File: src/rtl/fechadura_pkg.sv
// Shared types and default timing for the digital lock datapath.
package fechadura_pkg;

  typedef enum logic [1:0] {
    TRAVADO,
    DESTRAVADO,
    BLOQUEADO,
    SETUP
  } estado_acesso_t;

  // Defaults assume a 50 MHz clock: 1 s release, 3 s lockout, 30 s setup idle.
  localparam int          MAX_FALHAS_DEF = 3;
  localparam int unsigned T_DESTRAVA_DEF = 32'd50_000_000;
  localparam int unsigned T_BLOQUEIO_DEF = 32'd150_000_000;
  localparam int unsigned T_SETUP_DEF    = 32'd1_500_000_000;
  localparam int          TW_DEF         = 32;

endpackage

File: src/rtl/temporizador_ciclos.sv
// Down-counter shared by all timed states; loads on request, holds at zero.
module temporizador_ciclos #(
  parameter int TW = 32
) (
  input  logic          clk,
  input  logic          rst,
  input  logic          load,
  input  logic [TW-1:0] load_val,
  output logic          expired
);

  logic [TW-1:0] cnt;

  always_ff @(posedge clk) begin
    if (rst)             cnt <= '0;
    else if (load)       cnt <= load_val;
    else if (cnt != '0)  cnt <= cnt - 1'b1;
  end

  assign expired = (cnt == '0);

endmodule

File: src/rtl/controle_acesso.sv
// Access control FSM: turns verifier verdicts into lock release, lockout and
// setup-mode grants, with a consecutive-failure counter.
module controle_acesso
  import fechadura_pkg::*;
#(
  parameter int          MAX_FALHAS = MAX_FALHAS_DEF,
  parameter int unsigned T_DESTRAVA = T_DESTRAVA_DEF,
  parameter int unsigned T_BLOQUEIO = T_BLOQUEIO_DEF,
  parameter int unsigned T_SETUP    = T_SETUP_DEF,
  parameter int          TW         = TW_DEF
) (
  input  logic       clk,
  input  logic       rst,
  input  logic       senha_fail,
  input  logic       senha_padrao,
  input  logic       senha_master,
  input  logic       botao_interno,
  input  logic       sensor_porta,
  input  logic       setup_done,
  output logic       tranca,
  output logic       bloqueado,
  output logic       setup_mode,
  output logic       pin_enable,
  output logic       bip,
  output logic [3:0] cont_falhas
);

  localparam logic [TW-1:0] LD_DESTRAVA = TW'(T_DESTRAVA - 1);
  localparam logic [TW-1:0] LD_BLOQUEIO = TW'(T_BLOQUEIO - 1);
  localparam logic [TW-1:0] LD_SETUP    = TW'(T_SETUP - 1);
  localparam logic [4:0]    MAX_F       = 5'(MAX_FALHAS);

  estado_acesso_t estado, proximo;
  logic           fail_q, padrao_q, master_q, botao_q;
  logic           ev_fail, ev_padrao, ev_master, ev_botao;
  logic           carrega, expirou, conta_falha;
  logic [TW-1:0]  valor;
  logic [4:0]     falhas_mais1;

  assign ev_fail      = senha_fail    & ~fail_q;
  assign ev_padrao    = senha_padrao  & ~padrao_q;
  assign ev_master    = senha_master  & ~master_q;
  assign ev_botao     = botao_interno & ~botao_q;
  assign falhas_mais1 = {1'b0, cont_falhas} + 5'd1;

  temporizador_ciclos #(.TW(TW)) u_tmr (
    .clk      (clk),
    .rst      (rst),
    .load     (carrega),
    .load_val (valor),
    .expired  (expirou)
  );

  // Only the highest-priority event acts; lower edges in the same cycle are dropped.
  always_comb begin
    proximo     = estado;
    carrega     = 1'b0;
    valor       = '0;
    conta_falha = 1'b0;
    case (estado)
      TRAVADO: begin
        if (ev_master) begin
          proximo = SETUP;      carrega = 1'b1; valor = LD_SETUP;
        end else if (ev_padrao || ev_botao) begin
          proximo = DESTRAVADO; carrega = 1'b1; valor = LD_DESTRAVA;
        end else if (ev_fail) begin
          conta_falha = 1'b1;
          if (falhas_mais1 == MAX_F) begin
            proximo = BLOQUEADO; carrega = 1'b1; valor = LD_BLOQUEIO;
          end
        end
      end
      DESTRAVADO: begin
        // Open door keeps the lock released with the timer parked at zero.
        if (ev_botao) begin
          carrega = 1'b1; valor = LD_DESTRAVA;
        end else if (expirou && !sensor_porta) begin
          proximo = TRAVADO;
        end
      end
      BLOQUEADO: begin
        if (ev_botao) begin
          proximo = DESTRAVADO; carrega = 1'b1; valor = LD_DESTRAVA;
        end else if (expirou) begin
          proximo = TRAVADO;
        end
      end
      SETUP: begin
        if (ev_botao) begin
          proximo = DESTRAVADO; carrega = 1'b1; valor = LD_DESTRAVA;
        end else if (setup_done || expirou) begin
          proximo = TRAVADO;
        end
      end
      default: proximo = TRAVADO;
    endcase
  end

  always_ff @(posedge clk) begin
    if (rst) begin
      estado      <= TRAVADO;
      fail_q      <= 1'b0;
      padrao_q    <= 1'b0;
      master_q    <= 1'b0;
      botao_q     <= 1'b0;
      cont_falhas <= 4'd0;
      tranca      <= 1'b0;
      bloqueado   <= 1'b0;
      setup_mode  <= 1'b0;
      pin_enable  <= 1'b1;
      bip         <= 1'b0;
    end else begin
      fail_q      <= senha_fail;
      padrao_q    <= senha_padrao;
      master_q    <= senha_master;
      botao_q     <= botao_interno;
      estado      <= proximo;
      bip         <= conta_falha;
      if (proximo != TRAVADO) cont_falhas <= 4'd0;
      else if (conta_falha)   cont_falhas <= cont_falhas + 4'd1;
      tranca      <= (proximo == DESTRAVADO);
      bloqueado   <= (proximo == BLOQUEADO);
      setup_mode  <= (proximo == SETUP);
      pin_enable  <= (proximo == TRAVADO) || (proximo == SETUP);
    end
  end

endmodule

File: config.mk
export PLATFORM = sky130hd
export DESIGN_NAME = controle_acesso
export DESIGN_NICKNAME = d
export VERILOG_FILES = /design/src/rtl/fechadura_pkg.sv /design/src/rtl/temporizador_ciclos.sv /design/src/rtl/controle_acesso.sv
export SDC_FILE = /design/constraint.sdc
export NUM_CORES = 1
export LEC_CHECK = 0
export ABC_AREA = 1
export CORE_UTILIZATION = 50
export DETAILED_ROUTE_END_ITERATION = 10
export PLACE_DENSITY = 0.69
export SKIP_LAST_GASP = 1
export SLEW_MARGIN = 0
export SYNTH_ARGS = -nofsm -noshare
export SYNTH_HDL_FRONTEND = slang
export SYNTH_SLANG_ARGS = --single-unit
File: constraint.sdc
create_clock -name clk -period 6.23 [get_ports clk]
set_clock_uncertainty 0.1 [all_clocks]
set_input_delay 0.9345 -clock clk [delete_from_list [all_inputs] [get_ports clk]]
set_output_delay 0.9345 -clock clk [all_outputs]
set_load 0.01 [all_outputs]
==> out/qor.yml, run 1 <==
status:
  outcome: "completed"
synth:
  syn-cell-area_sq_um: 2760
  synthMuxAreaShare: 0
  synth.distinct_cells: 31
  yosys.area_share.simple: 0.398
  synth_xor_xnor_area_share: 0.0604
  synth_top_area_frac: 0.342
  synth_compound_area_frac: 0.0886
  synth-seq-cells: 47
  syn_inst: 416
  seq_area_frac_synth: 0.342
  synthTopCellsByArea: "dfxtp_1 (34%), nand2_1 (13%), nor2_1 (13%), inv_1 (5.9%), a21oi_1 (4.9%)"
  syn-num-nets: 431
  yosys_warnings: 0
  synth_adder_area_share: 0.0318
  yosys.area.top_type: "dfxtp_1"
  syn_avg_cell_area_sq_um: 6.62
  synth_top_family_by_area: "simple AND/OR/NAND/NOR gates"
finish:
  multi_input_area_sq_um: 1590
  fin_util: 0.590
  diodes: 0
  layout.nets: 446
  areaGrowthSynthToFinish_pct: 11.5
  regArea_sq_um: 941
  final_layout_size_suffix_gt1_frac: 0.0764
  fill_cells: 531
  finalNonFillerCells: 502
die:
  pin_count: 17
  fp.dieH_microns: 76.2
  start_util: 0.529
  die_width_microns: 76.2
  rows: 26
  die_area_sq_um: 5810
  core_region_area_sq_um: 5200
cts:
  cts_made_buffers: 5
  worstSkewPairLatency_ns: 0.30
  cts_hold_buf: 0
  cts_setup_buffers: 0
  cts_tree: "yes"
  h-tree-depth: 2
  root_buffer: "clkbuf_8"
  cts_resized: 0
  clock_sinks: 47
  clk_pin_slew_worst_paths_ns: 0.09
  clk_path_buf_depth: 2
grt:
  track_usage: 0.228
  grt_max_degree: 26
  grt_pass1_wl_microns: 10500
  antenna_found_initial: 0
  met2_usage: 0.359
  grt_util_met3: 0.0467
  grt_pass1_vias: 2256
  grt-ovfl-total: 0
  grt-busiest-layer: "met2"
  use_met1: 0.302
routing:
  avgViaCountPerCell: 5.03
  routedWlPerCell_microns: 12.3
  dr.pass1.iters: 4
  vias: 2523
  final_antenna_net_count: 0
  drcViolationCount: 0
  drtIter0Drc: 142
  drt-total-wl_microns: 6190
pwr:
  ir_worst_vdd_uv: 146
  power_per_cell_area_nw_per_um2: 274
  p_leak_nw: 1.38
placement:
  hpwl_microns: 4870
  dp.cells: 494
  portBuffers: 16
  gp_congestion: 0.885
sta:
  max_freq_mhz: 380
  finalSetupTns_ns: 0
  hold_violations: 0
  tightest_slew_ns: 0.922
  final_max_slew_viol_count: 0
  fin_crit_sh: 0.423
  setup_viol: 0
  rsz0062_at_grt: "false"
  slew_headroom: 0.384
  period_minus_slack_ns: 2.63
critical_path:
  r2r_cells: 13
  cp-start-kind: "input port"
  r2r-start: "u_tmr.cnt[0]"
  crit_path_end_kind: "flop"
  worstPathArrival_ns: 2.75
  regToRegSetupSlack_ns: 3.85
  crit_required_ns: 6.34
  r2r-end: "cont_falhas[1]"
  crit_type: "input port to flop"
  cp-startpoint: "rst"
  crit_path_end: "u_tmr.cnt[24]"
  cp_max_fo: 25
job:
  drv_cap: 0
hold_path:
  hp-class: "flop to flop"
## synth_stat cells, drive strengths merged
cell type  instances
nor2             106
a21oi             27
nor3               4
inv               46
ha                 7
xor2               7
nor4               1
buf                5
clkbuf             3
xnor2             12
or2                1
nand2            103
a21boi             1
nand4              8
a211oi             4
o21bai             2
nand3             24
o21ai              8
dfxtp             47
## cell families (layout without fill, tap and decap cells)
| group | after synthesis | in the layout |
|---|---|---|
| simple gates | 247 | 247 |
| buf+inv | 54 | 70 |
| flops | 47 | 47 |
| compound gates | 42 | 42 |
| xor+xnor | 19 | 19 |
| fa+ha+maj | 7 | 7 |
## area by class of cell
type / instances / share of cell area
Sequential cell: 47 / 0.306
Multi-Input combinational cell: 315 / 0.519
Clock buffer: 6 / 0.0269
Inverter: 46 / 0.0562
Timing Repair Buffer: 16 / 0.0521
Clock inverter: 2 / 0.0114
Tap cell: 70 / 0.0285
## critical path, cell delays in order
cell             delay, ns
clkdlybuf4s50_1       1.08
inv_1                 0.28
o21ai_4               0.26
inv_1                 0.07
nand2_1               0.07
inv_1                 0.03
## routing by layer
layer	share of wire	vias up
li1	-	1331
met1	0.49	1125
met2	0.45	49
met3	0.040	18
met4	0.029	0
met5	0	-
## where the power goes
part / total [mW] / internal, mW / switching, mW
logic: 0.246 / 0.0845 / 0.162
registers: 0.359 / 0.331 / 0.0284
clock network: 0.236 / 0.130 / 0.106
## per-stage QoR
step	cell area [sq um]	setup WS [ns]	hold slack (ns)	power [mW]
after floorplan	2760	4.10	0.394	0.554
after global placement	2960	3.30	0.432	0.606
after detailed placement	2960	3.25	0.445	0.610
after CTS	3070	3.59	0.460	0.845
after global routing	3070	3.42	0.487	0.893
final	3070	3.60	0.453	0.841
## flip-flops by register name, indices dropped and copies added, names as in the netlist
register and count:
u_tmr.cnt 32, cont_falhas 4, estado 2, bip 1, bloqueado 1, botao_q 1
fail_q 1, master_q 1, padrao_q 1, pin_enable 1, setup_mode 1, tranca 1
## worst min path at each step
stage	from	slack, ns	to	cells after the start
6_report	u_tmr.cnt[31]	0.45	u_tmr.cnt[31]	3
3_5_place_dp	u_tmr.cnt[31]	0.45	u_tmr.cnt[31]	3
4_1_cts	u_tmr.cnt[31]	0.46	u_tmr.cnt[31]	3
3_3_place_gp	u_tmr.cnt[31]	0.43	u_tmr.cnt[31]	3
5_1_grt	cont_falhas[0]	0.49	cont_falhas[0]	2
2_1_floorplan	u_tmr.cnt[0]	0.39	u_tmr.cnt[0]	4
## layout by cell type (no fill, tap or decap), types with 2 or more instances in the layout
| cell | synthesis | routed |
|---|---|---|
| clkbuf_8 | 0 | 6 |
| xor2_1 | 7 | 7 |
| nand2_2 | 3 | 3 |
| o21bai_1 | 2 | 2 |
| a21oi_1 | 27 | 27 |
| nand3_1 | 24 | 24 |
| a211oi_1 | 3 | 3 |
| nand2_4 | 2 | 2 |
| inv_1 | 43 | 43 |
| ha_1 | 7 | 7 |
| nor3_1 | 4 | 4 |
| o21ai_1 | 3 | 3 |
| nand2_1 | 98 | 98 |
| o21ai_0 | 4 | 4 |
| clkdlybuf4s50_1 | 0 | 16 |
| dfxtp_1 | 47 | 47 |
| xnor2_1 | 12 | 12 |
| nor2_2 | 7 | 7 |
| nor2_1 | 93 | 93 |
| nor2_4 | 5 | 5 |
| inv_2 | 3 | 3 |
| nand4_1 | 7 | 7 |
Power figures use the tool's default switching activity.
==> inputs of run 2 (changes only) <==
Clock period 6.23 ns to 2.5 ns, I/O delays scaled along.
==> run 2 against run 1 <==
- global-route usage fell by 0.14 points
- critical path depth rose by 4
- via count rose by 0.20%
- core utilization fell by 0.12 points
- clock power rose by 110%
==> out/qor.yml, run 2 (synthesis gave the netlist of run 1 again) <==
status:
  outcome: "completed"
finish:
  layout.nets: 447  # +0.22%
  largest_registers: "u_tmr.cnt: 32 flops, cont_falhas: 4 flops, estado: 2 flops"
  final_layout_size_suffix_gt1_frac: 0.0808  # +0.00444
  largest_reg_flops: 32  # unchanged
  regMostFlops: "u_tmr.cnt"
  most-common-layout-cells: "nand2_1 (98), nor2_1 (93), dfxtp_1 (47)"
  areaGrowthSynthToFinish_pct: 11.3
  diodes: 0  # unchanged
  finalNonFillerCells: 503  # +0.20%
  final_common_cell: "nand2_1"
  fin_util: 0.589  # -0.00120
sta:
  rsz0062_at_grt: "false"
  max_freq_mhz: 449
  finalSetupTns_ns: 0  # unchanged
  setup_viol: 0  # unchanged
  hold_violations: 0  # unchanged
  slew_headroom: 0.682  # +0.299
  tightest_slew_ns: 0.475  # -0.447 ns
  fin_crit_sh: 0.891
  period_minus_slack_ns: 2.23
  final_max_slew_viol_count: 0  # unchanged
cts:
  cts_setup_buffers: 0  # unchanged
  h-tree-depth: 2  # unchanged
  clk_pin_slew_worst_paths_ns: 0.10  # about the same
  worstSkewPairLatency_ns: 0.30  # about the same
  cts_hold_buf: 0  # unchanged
  cts_tree: "yes"
  clock_sinks: 47  # unchanged
  root_buffer: "clkbuf_8"
  cts_made_buffers: 5  # unchanged
  clk_path_buf_depth: 2  # unchanged
pwr:
  p_leak_nw: 1.37  # -0.51%
  p_sw_frac: 0.379  # +0.0274
  p_comb_frac: 0.309  # +0.016
  power_per_cell_area_nw_per_um2: 653  # +140%
  p_seq_frac: 0.448  # +0.021
  finalPower_mw: 2.00  # +140%
  pwr-share-clk: 0.243  # -0.037
  p_int_mw: 1.24  # +130%
  ir_worst_vdd_uv: 345  # +140%
  p_sw_mw: 0.759  # +160%
die:
  core_region_area_sq_um: 5200  # unchanged
  die_area_sq_um: 5810  # unchanged
  die_width_microns: 76.2  # unchanged
  pin_count: 17  # unchanged
  start_util: 0.529  # unchanged
  rows: 26  # unchanged
  fp.dieH_microns: 76.2  # unchanged
placement:
  portBuffers: 16  # unchanged
  gp_congestion: 0.915  # +3.4%
  hpwl_microns: 4840  # -0.56%
  dp.cells: 495  # +0.20%
routing:
  avgViaCountPerCell: 5.03  # about the same
  drt-total-wl_microns: 6240  # +0.87%
  drtIter0Drc: 179  # +26%
  final_antenna_net_count: 0  # unchanged
  vias: 2528  # +0.20%
  drcViolationCount: 0  # unchanged
  routedWlPerCell_microns: 12.4  # +0.67%
  dr.pass1.iters: 4  # unchanged
critical_path:
  cpPeakStageDelay_ns: 0.35  # -0.73 ns
  crit_path_end_kind: "flop"
  crit_path_end: "cont_falhas[1]"
  cp-startpoint: "u_tmr.cnt[12]"
  slowest_stage: "dfxtp_1"
  crit_required_ns: 2.62  # -3.72 ns
  r2r_cells: 10  # -3
  critPathBufInv: 1  # -3
  path_cells: "nor2_1, nand2_1, nor2_2, nand4_4, nand4_1, nand2_1, inv_1, ha_1, nand2_1, a211oi_1"
  cp_max_fo: 6  # -76%
  worstPathArrival_ns: 2.35  # -0.40 ns
  cp-start-kind: "flop"
  cpLargestDelayFamily: "simple AND/OR/NAND/NOR gates"
  r2r-start: "u_tmr.cnt[12]"
  timing.critical_path.depth: 10  # +4
  crit_type: "flop to flop"
  critPathMostFrequentCell: "nand2_1"
  regToRegSetupSlack_ns: 0.27  # -3.58 ns
  r2r-end: "cont_falhas[1]"
grt:
  grt_max_degree: 25  # -3.8%
  grt-ovfl-total: 0  # unchanged
  grt_pass1_wl_microns: 10700  # +1.2%
  antenna_found_initial: 0  # unchanged
  track_usage: 0.227  # -0.00139
  grt_pass1_vias: 2339  # +3.7%
hold_path:
  hp-class: "flop to flop"
  min-delay-start: "u_tmr.cnt[0]"
job:
  drv_cap: 0  # unchanged
## run 2: changes by cell type in the layout (fill, tap and decap cells not counted), sizes merged
cell,delta
buf,+1
bufinv,-1
clkbuf,-1
inv,+2
## run 2: routing by layer
metal / track usage / routed length (microns) / vias to the layer above
met5: 0 / 0 / -
met4: 0.0808 / 118 / 0
met3: 0.0323 / 255 / 11
met2: 0.368 / 2880 / 58
met1: 0.307 / 2980 / 1116
li1: - / - / 1343
## run 2: power by group through the flow
stage | combinational [mW] | clock [mW] | sequential, mW
CTS | 0.611 | 0.500 | 0.897
floorplan | 0.481 | 0 | 0.899
global route | 0.709 | 0.525 | 0.907
global placement | 0.602 | 0 | 0.912
finish | 0.619 | 0.487 | 0.897
detailed placement | 0.607 | 0 | 0.914
## run 2: tightest hold or removal path: cells and delay by family (launching register included)
| family | cells | cell delay [ns] |
|---|---|---|
| flip-flops | 1 | 0.32 |
| buffers and inverters | 1 | 0.03 |
| AND/OR/NAND/NOR | 3 | 0.15 |
## run 2: layout make-up
| cell class | instances | area (sq um) |
|---|---|---|
| Clock buffer | 5 | 68.8 |
| Clock inverter | 3 | 22.5 |
| Fill cell | 506 | 2140 |
| Inverter | 46 | 173 |
| Multi-Input combinational cell | 315 | 1610 |
| Sequential cell | 47 | 941 |
| Tap cell | 70 | 87.6 |
| Timing Repair Buffer | 17 | 168 |
## run 2: worst min-delay path by stage
| stage | to | slack, ns | depth (start not counted) |
|---|---|---|---|
| finish | u_tmr.cnt[0] | 0.43 | 4 |
| global route | u_tmr.cnt[0] | 0.50 | 4 |
| CTS | u_tmr.cnt[0] | 0.43 | 4 |
| detailed placement | u_tmr.cnt[0] | 0.42 | 4 |
| global placement | u_tmr.cnt[0] | 0.41 | 4 |
| floorplan | botao_q | 0.38 | 2 |
## run 2: per-stage QoR
step           hold slack (ns)  setup slack (ns)  area [sq um]
5_1_grt                  0.495            0.0325          3070
2_1_floorplan            0.382             0.526          2760
3_3_place_gp             0.411             0.231          2960
4_1_cts                  0.432             0.216          3050
3_5_place_dp             0.418             0.172          2960
6_report                 0.433             0.272          3070
## run 2: timing repair
item / in CTS / in global routing
resized for setup: 0 / 2
setup endpoints to repair: 0 / 4
endpoints found under the hold margin: 0 / 0
